**src/rtl/alarm_pkg.sv**
```systemverilog
// Shared constants for the alarm code sender and the alarm code detector.
// Latency: none (declarations only).
// Backpressure: none (declarations only).
package alarm_pkg;

    localparam int SYM_W   = 3;
    localparam int LEN_A   = 4;
    localparam int LEN_B   = 6;
    localparam int MAX_LEN = (LEN_A > LEN_B) ? LEN_A : LEN_B;
    localparam int IDX_W   = $clog2(MAX_LEN);
    localparam int LEN_W   = $clog2(MAX_LEN + 1);

    typedef logic [SYM_W-1:0] sym_t;

    // Entry 0 sits in the least significant slot, so CODE_A[0] is the first symbol sent.
    localparam sym_t [LEN_A-1:0] CODE_A = {3'd0, 3'd0, 3'd7, 3'd1};
    localparam sym_t [LEN_B-1:0] CODE_B = {3'd0, 3'd0, 3'd7, 3'd1, 3'd5, 3'd3};

    typedef enum logic [1:0] {
        IDLE   = 2'd0,
        SEND   = 2'd1,
        WAIT_Y = 2'd2,
        DONE   = 2'd3
    } state_t;

endpackage

```
**src/rtl/alarm_code_rom.sv**
```systemverilog
// Code lookup: (selected code, symbol index) -> symbol, plus the length of the selected code.
// Latency: combinational.
// Backpressure: none; out-of-range indices read as symbol 0.
module alarm_code_rom
    import alarm_pkg::*;
(
    input  logic             sel_q,
    input  logic [IDX_W-1:0] idx,
    output logic [SYM_W-1:0] sym,
    output logic [LEN_W-1:0] len
);

    // Compare against every constant index so no variable index can run off either table.
    always_comb begin
        sym = '0;
        if (sel_q) begin
            for (int i = 0; i < LEN_A; i++) begin
                if (idx == IDX_W'(i)) sym = CODE_A[i];
            end
        end else begin
            for (int i = 0; i < LEN_B; i++) begin
                if (idx == IDX_W'(i)) sym = CODE_B[i];
            end
        end
    end

    // Length of the currently selected code.
    always_comb begin
        len = sel_q ? LEN_W'(LEN_A) : LEN_W'(LEN_B);
    end

endmodule

```
**src/rtl/alarm_code_sender.sv**
```systemverilog
// Sends a stored alarm code on x, one symbol per HOLD cycles, then reports pass (y seen) or fail (timeout).
// Latency: first symbol one cycle after an accepted start; done pulses one cycle after y or the timeout.
// Backpressure: none; start is accepted only in IDLE and is dropped otherwise (no queueing).
module alarm_code_sender
    import alarm_pkg::*;
#(
    parameter int SYM_W   = alarm_pkg::SYM_W,
    parameter int HOLD    = 1,
    parameter int TIMEOUT = 8
) (
    input  logic             clk,
    input  logic             rst_n,
    input  logic             start,
    input  logic             sel,
    input  logic             abort,
    input  logic             y,
    output logic [SYM_W-1:0] x,
    output logic             x_valid,
    output logic             busy,
    output logic             done,
    output logic             pass,
    output logic             fail
);

    localparam int HC_W = (HOLD > 1) ? $clog2(HOLD) : 1;
    localparam int TM_W = (TIMEOUT > 1) ? $clog2(TIMEOUT) : 1;

    state_t                     state;
    state_t                     state_nxt;
    logic                       sel_q;
    logic [IDX_W-1:0]           idx;
    logic [HC_W-1:0]            hold_cnt;
    logic [TM_W-1:0]            timer;
    logic [alarm_pkg::SYM_W-1:0] rom_sym;
    logic [LEN_W-1:0]           rom_len;
    logic                       is_last;
    logic                       hold_end;
    logic                       tmo;

    alarm_code_rom u_rom (
        .sel_q (sel_q),
        .idx   (idx),
        .sym   (rom_sym),
        .len   (rom_len)
    );

    assign is_last  = (LEN_W'(idx) == rom_len - LEN_W'(1));
    assign hold_end = (hold_cnt == HC_W'(HOLD - 1));
    assign tmo      = (timer == TM_W'(TIMEOUT - 1));

    // State register.
    always_ff @(posedge clk) begin
        if (!rst_n) begin
            state <= IDLE;
        end else begin
            state <= state_nxt;
        end
    end

    // Next-state logic: abort outranks everything, and y outranks the timeout.
    always_comb begin
        state_nxt = state;
        case (state)
            IDLE: begin
                if (start) state_nxt = SEND;
            end
            SEND: begin
                if (abort)                    state_nxt = IDLE;
                else if (is_last && y)        state_nxt = DONE;
                else if (is_last && hold_end) state_nxt = WAIT_Y;
            end
            WAIT_Y: begin
                if (abort)         state_nxt = IDLE;
                else if (y || tmo) state_nxt = DONE;
            end
            DONE: begin
                state_nxt = IDLE;
            end
            default: begin
                state_nxt = IDLE;
            end
        endcase
    end

    // Datapath: code latch, symbol index, hold and timeout counters, result flags.
    // Counters stop at their terminal values, so none of them can wrap.
    always_ff @(posedge clk) begin
        if (!rst_n) begin
            sel_q    <= 1'b0;
            idx      <= '0;
            hold_cnt <= '0;
            timer    <= '0;
            pass     <= 1'b0;
            fail     <= 1'b0;
        end else if (abort && (state != IDLE)) begin
            idx      <= '0;
            hold_cnt <= '0;
            timer    <= '0;
            pass     <= 1'b0;
            fail     <= 1'b0;
        end else begin
            case (state)
                IDLE: begin
                    if (start) begin
                        sel_q    <= sel;
                        idx      <= '0;
                        hold_cnt <= '0;
                        timer    <= '0;
                        pass     <= 1'b0;
                        fail     <= 1'b0;
                    end
                end
                SEND: begin
                    if (is_last && y) begin
                        pass <= 1'b1;
                    end else if (hold_end) begin
                        hold_cnt <= '0;
                        if (is_last) timer <= '0;
                        else         idx   <= idx + IDX_W'(1);
                    end else begin
                        hold_cnt <= hold_cnt + HC_W'(1);
                    end
                end
                WAIT_Y: begin
                    if (y)        pass  <= 1'b1;
                    else if (tmo) fail  <= 1'b1;
                    else          timer <= timer + TM_W'(1);
                end
                default: begin
                end
            endcase
        end
    end

    // Outputs decoded from the current state; an abort in DONE suppresses the done pulse.
    always_comb begin
        x       = '0;
        x_valid = 1'b0;
        busy    = (state != IDLE);
        done    = (state == DONE) && !abort;
        if (state == SEND) begin
            x       = SYM_W'(rom_sym);
            x_valid = 1'b1;
        end
    end

endmodule

```
**config.mk**
```make
export PLATFORM = sky130hd
export DESIGN_NAME = alarm_code_sender
export DESIGN_NICKNAME = d
export VERILOG_FILES = /design/src/rtl/alarm_pkg.sv /design/src/rtl/alarm_code_rom.sv /design/src/rtl/alarm_code_sender.sv
export SDC_FILE = /design/constraint.sdc
export NUM_CORES = 1
export LEC_CHECK = 0
export ABC_AREA = 1
export BUFFER_PORTS_ARGS = -buffer_cell sky130_fd_sc_hd__buf_4
export CAP_MARGIN = 15
export CORE_AREA = 2 2 58 49
export CTS_BUF_LIST = sky130_fd_sc_hd__clkbuf_16
export DETAILED_ROUTE_END_ITERATION = 16
export DIE_AREA = 0 0 60 51
export MAX_ROUTING_LAYER = met4
export PLACE_DENSITY = 0.65
export SLEW_MARGIN = 5
export SYNTH_ARGS = -nofsm -noshare
export SYNTH_HDL_FRONTEND = slang
export SYNTH_SLANG_ARGS = --single-unit
```
**constraint.sdc**
```tcl
create_clock -name clk -period 1.4 [get_ports clk]
set_input_delay 0.28 -clock clk [delete_from_list [all_inputs] [get_ports clk]]
set_output_delay 0.28 -clock clk [all_outputs]
set_load 0.005 [all_outputs]
```
==> run metrics <==
buffers added on ports 13; critical path's top delay family flip-flops; CTS tree built; Final setup viols 4; flops & latches, synth 11; worst setup path endpoint x[2]; row cnt 17; period utilisation layout 1.22; DR vias/cell ~4.6; Slew @ Worst Pin 0.256 ns; WP depth 7; element type at the critical path end output pin; diodes inserted 0; All-Layer GR Usage 0.171; Worst Path Max Fanout 5; HP Class in2reg; Worst Setup SP idx[1]; setup ws final -0.307 ns; status finished with violations; die width 60 um; iteration-0 DRC count of the detailed router 25; first-pass GRT wire length between 3000 and 4000 um; Post-Route WL 2390 um; # nets final ~190; Crit path arrival time 1.43 ns; # IOs 14; Clock Latency Late Sink 0.24 ns; # Max-Cap Violations 0; remaining antenna violation count 0; Fin. Hold Viols 0; Synth Instances about 130; max-slew violations 0; die height 51 um; CTS Buf Count 3; CP startpoint kind flop; crit path buf inv count 2; initial core utilization 0.345; post-route cell area 1470 um^2; Setup TNS Final -0.890 ns; unrepaired setup endpoints after global routing yes; Util after Layout 0.570; total chip power 2.64 mW; placeable core region 2570 um^2; Vias 958; H-tree depth 1; CP cell instances ha_2 > ha_4 > inv_2 > nor2_2 > nor3b_1 > nor2_1 > buf_4; most frequent cells in the layout buf_4 (29), nor2_1 (21), nand2_1 (19), ha_4 (10); Synth warnings 0; syn nets roughly 150; pwr dens 1800 nW/um^2; Post-DP HPWL 1610 um; DRC viols 0; CTS clk-pin slew, worst paths 0.05 ns; Seq/Total Area, Yosys 0.248; initial antenna violation count 0; GPL Wtd Cong 0.790; Crit path required time ~1.1 ns; CP max-delay cell dfxtp_4; Max Fclk slightly below 0.6 GHz; distinct cell type count after synthesis 23; Syn-to-layout area delta 65.4%; CP peak stage delay 0.37 ns; cell count of the worst reg-to-reg path 8; final hold slack 0.293 ns; Mapped Avg Cell Area 6.62 um^2; Root Buffer clkbuf_16; clk buf depth 2; # hold bufs at CTS 0; minimum clock period after layout 1.71 ns; P_leak between 0.6 and 0.7 nW; R2R setup slack 0.03 ns; synthesized cell area ~890 um^2; Reg-to-Reg End state[1]; Max VDD drop about 0.0011 V; Max-slew headroom 0.828; share of cells above drive strength 1 0.515; launch point of the worst reg-to-reg path state[1]; global route overflow 0; largest net degree at the start of global routing 9; 1st-pass router iterations 4; clk_skew 0.00614 ns; vias in the first global route 874; CTS Sinks 11; WL/cell 11.6 um; failing checks negative setup slack; DP Area 1140 um^2; critical path type reg2out; Die ar. 3060 um^2; commonest non-fill, non-tap cell in the layout buf_4
## through the flow
| stage | std cells | setup slack, ns |
|---|---|---|
| after floorplan | 134 | 0.00703 |
| after global placement | 200 | -0.134 |
| after detailed placement | 200 | -0.188 |
| after CTS | 205 | -0.314 |
| after global routing | 207 | -0.383 |
| final | 207 | -0.307 |
## routing by layer
layer  vias up  GRT usage  wire length [um]
li1        497          -                 -
met1       438      0.196              1060
met2        19      0.281              1240
met3         4     0.0380                76
met4         0     0.0815                25
met5         -          -                 0
## worst min-delay path, cell delays in order
cell and delay [ns]:
buf_4 0.10, nand3_1 0.05, a21oi_1 0.06
## cells by family after synthesis
family	share of synthesized area
AOI/OAI and AO/OA	0.117
adders and majority gates	0.155
buffers and inverters	0.0987
DFF	0.248
and+or+nand+nor	0.381
## synthesized netlist by cell type
library cell | n | area, um^2
o21a_1 | 1 | 7.51
o21ai_0 | 3 | 15.0
a211oi_1 | 1 | 7.51
nand2_2 | 6 | 37.5
inv_2 | 5 | 18.8
a21oi_1 | 10 | 50.1
o21ai_1 | 3 | 15.0
nor2_4 | 2 | 22.5
dfxtp_1 | 11 | 220
buf_6 | 1 | 11.3
ha_1 | 11 | 138
inv_1 | 14 | 52.6
nand4_1 | 3 | 18.8
a21oi_2 | 1 | 8.76
nand3_1 | 6 | 30.0
nor2_1 | 26 | 97.6
nor3b_1 | 1 | 7.51
nor3_1 | 3 | 15.0
nand3b_1 | 1 | 7.51
nor2_2 | 2 | 12.5
nand2_1 | 21 | 78.8
buf_2 | 1 | 5.00
nand3_2 | 1 | 10.0
## sequential cells by signal (all words and copies together) (netlist names)
signal,cells
pass,1
state,2
fail,1
sel_q,1
idx,3
timer,3
## worst min path at each step
stage	startpoint	to	depth (start not counted)	slack [ns]
finish	sel	sel_q	3	0.29
global route	rst_n	state[0]	3	0.31
CTS	rst_n	state[0]	3	0.29
detailed placement	fail	fail	2	0.48
global placement	fail	fail	2	0.47
floorplan	rst_n	state[0]	2	0.41
## area by class of cell
class	instances	area (um^2)
Fill cell	238	1110
Sequential cell	11	236
Timing Repair Buffer	33	263
Inverter	19	81.3
Clock buffer	3	75.1
Tap cell	38	47.5
Multi-Input combinational cell	102	761
Clock inverter	1	3.75
## where the power goes
group | switching [mW] | leakage (nW) | internal [mW]
clock | 0.158 | 0.0423 | 0.377
sequential | 0.108 | 0.0936 | 0.422
combinational | 0.777 | 0.485 | 0.804
## timing repair
action,in CTS,in global routing
resized for setup,28,31
buffers inserted,1,2
pin swaps,9,15
endpoints found under the setup margin,15,14
Note: power is estimated with default switching activity, not from simulation.
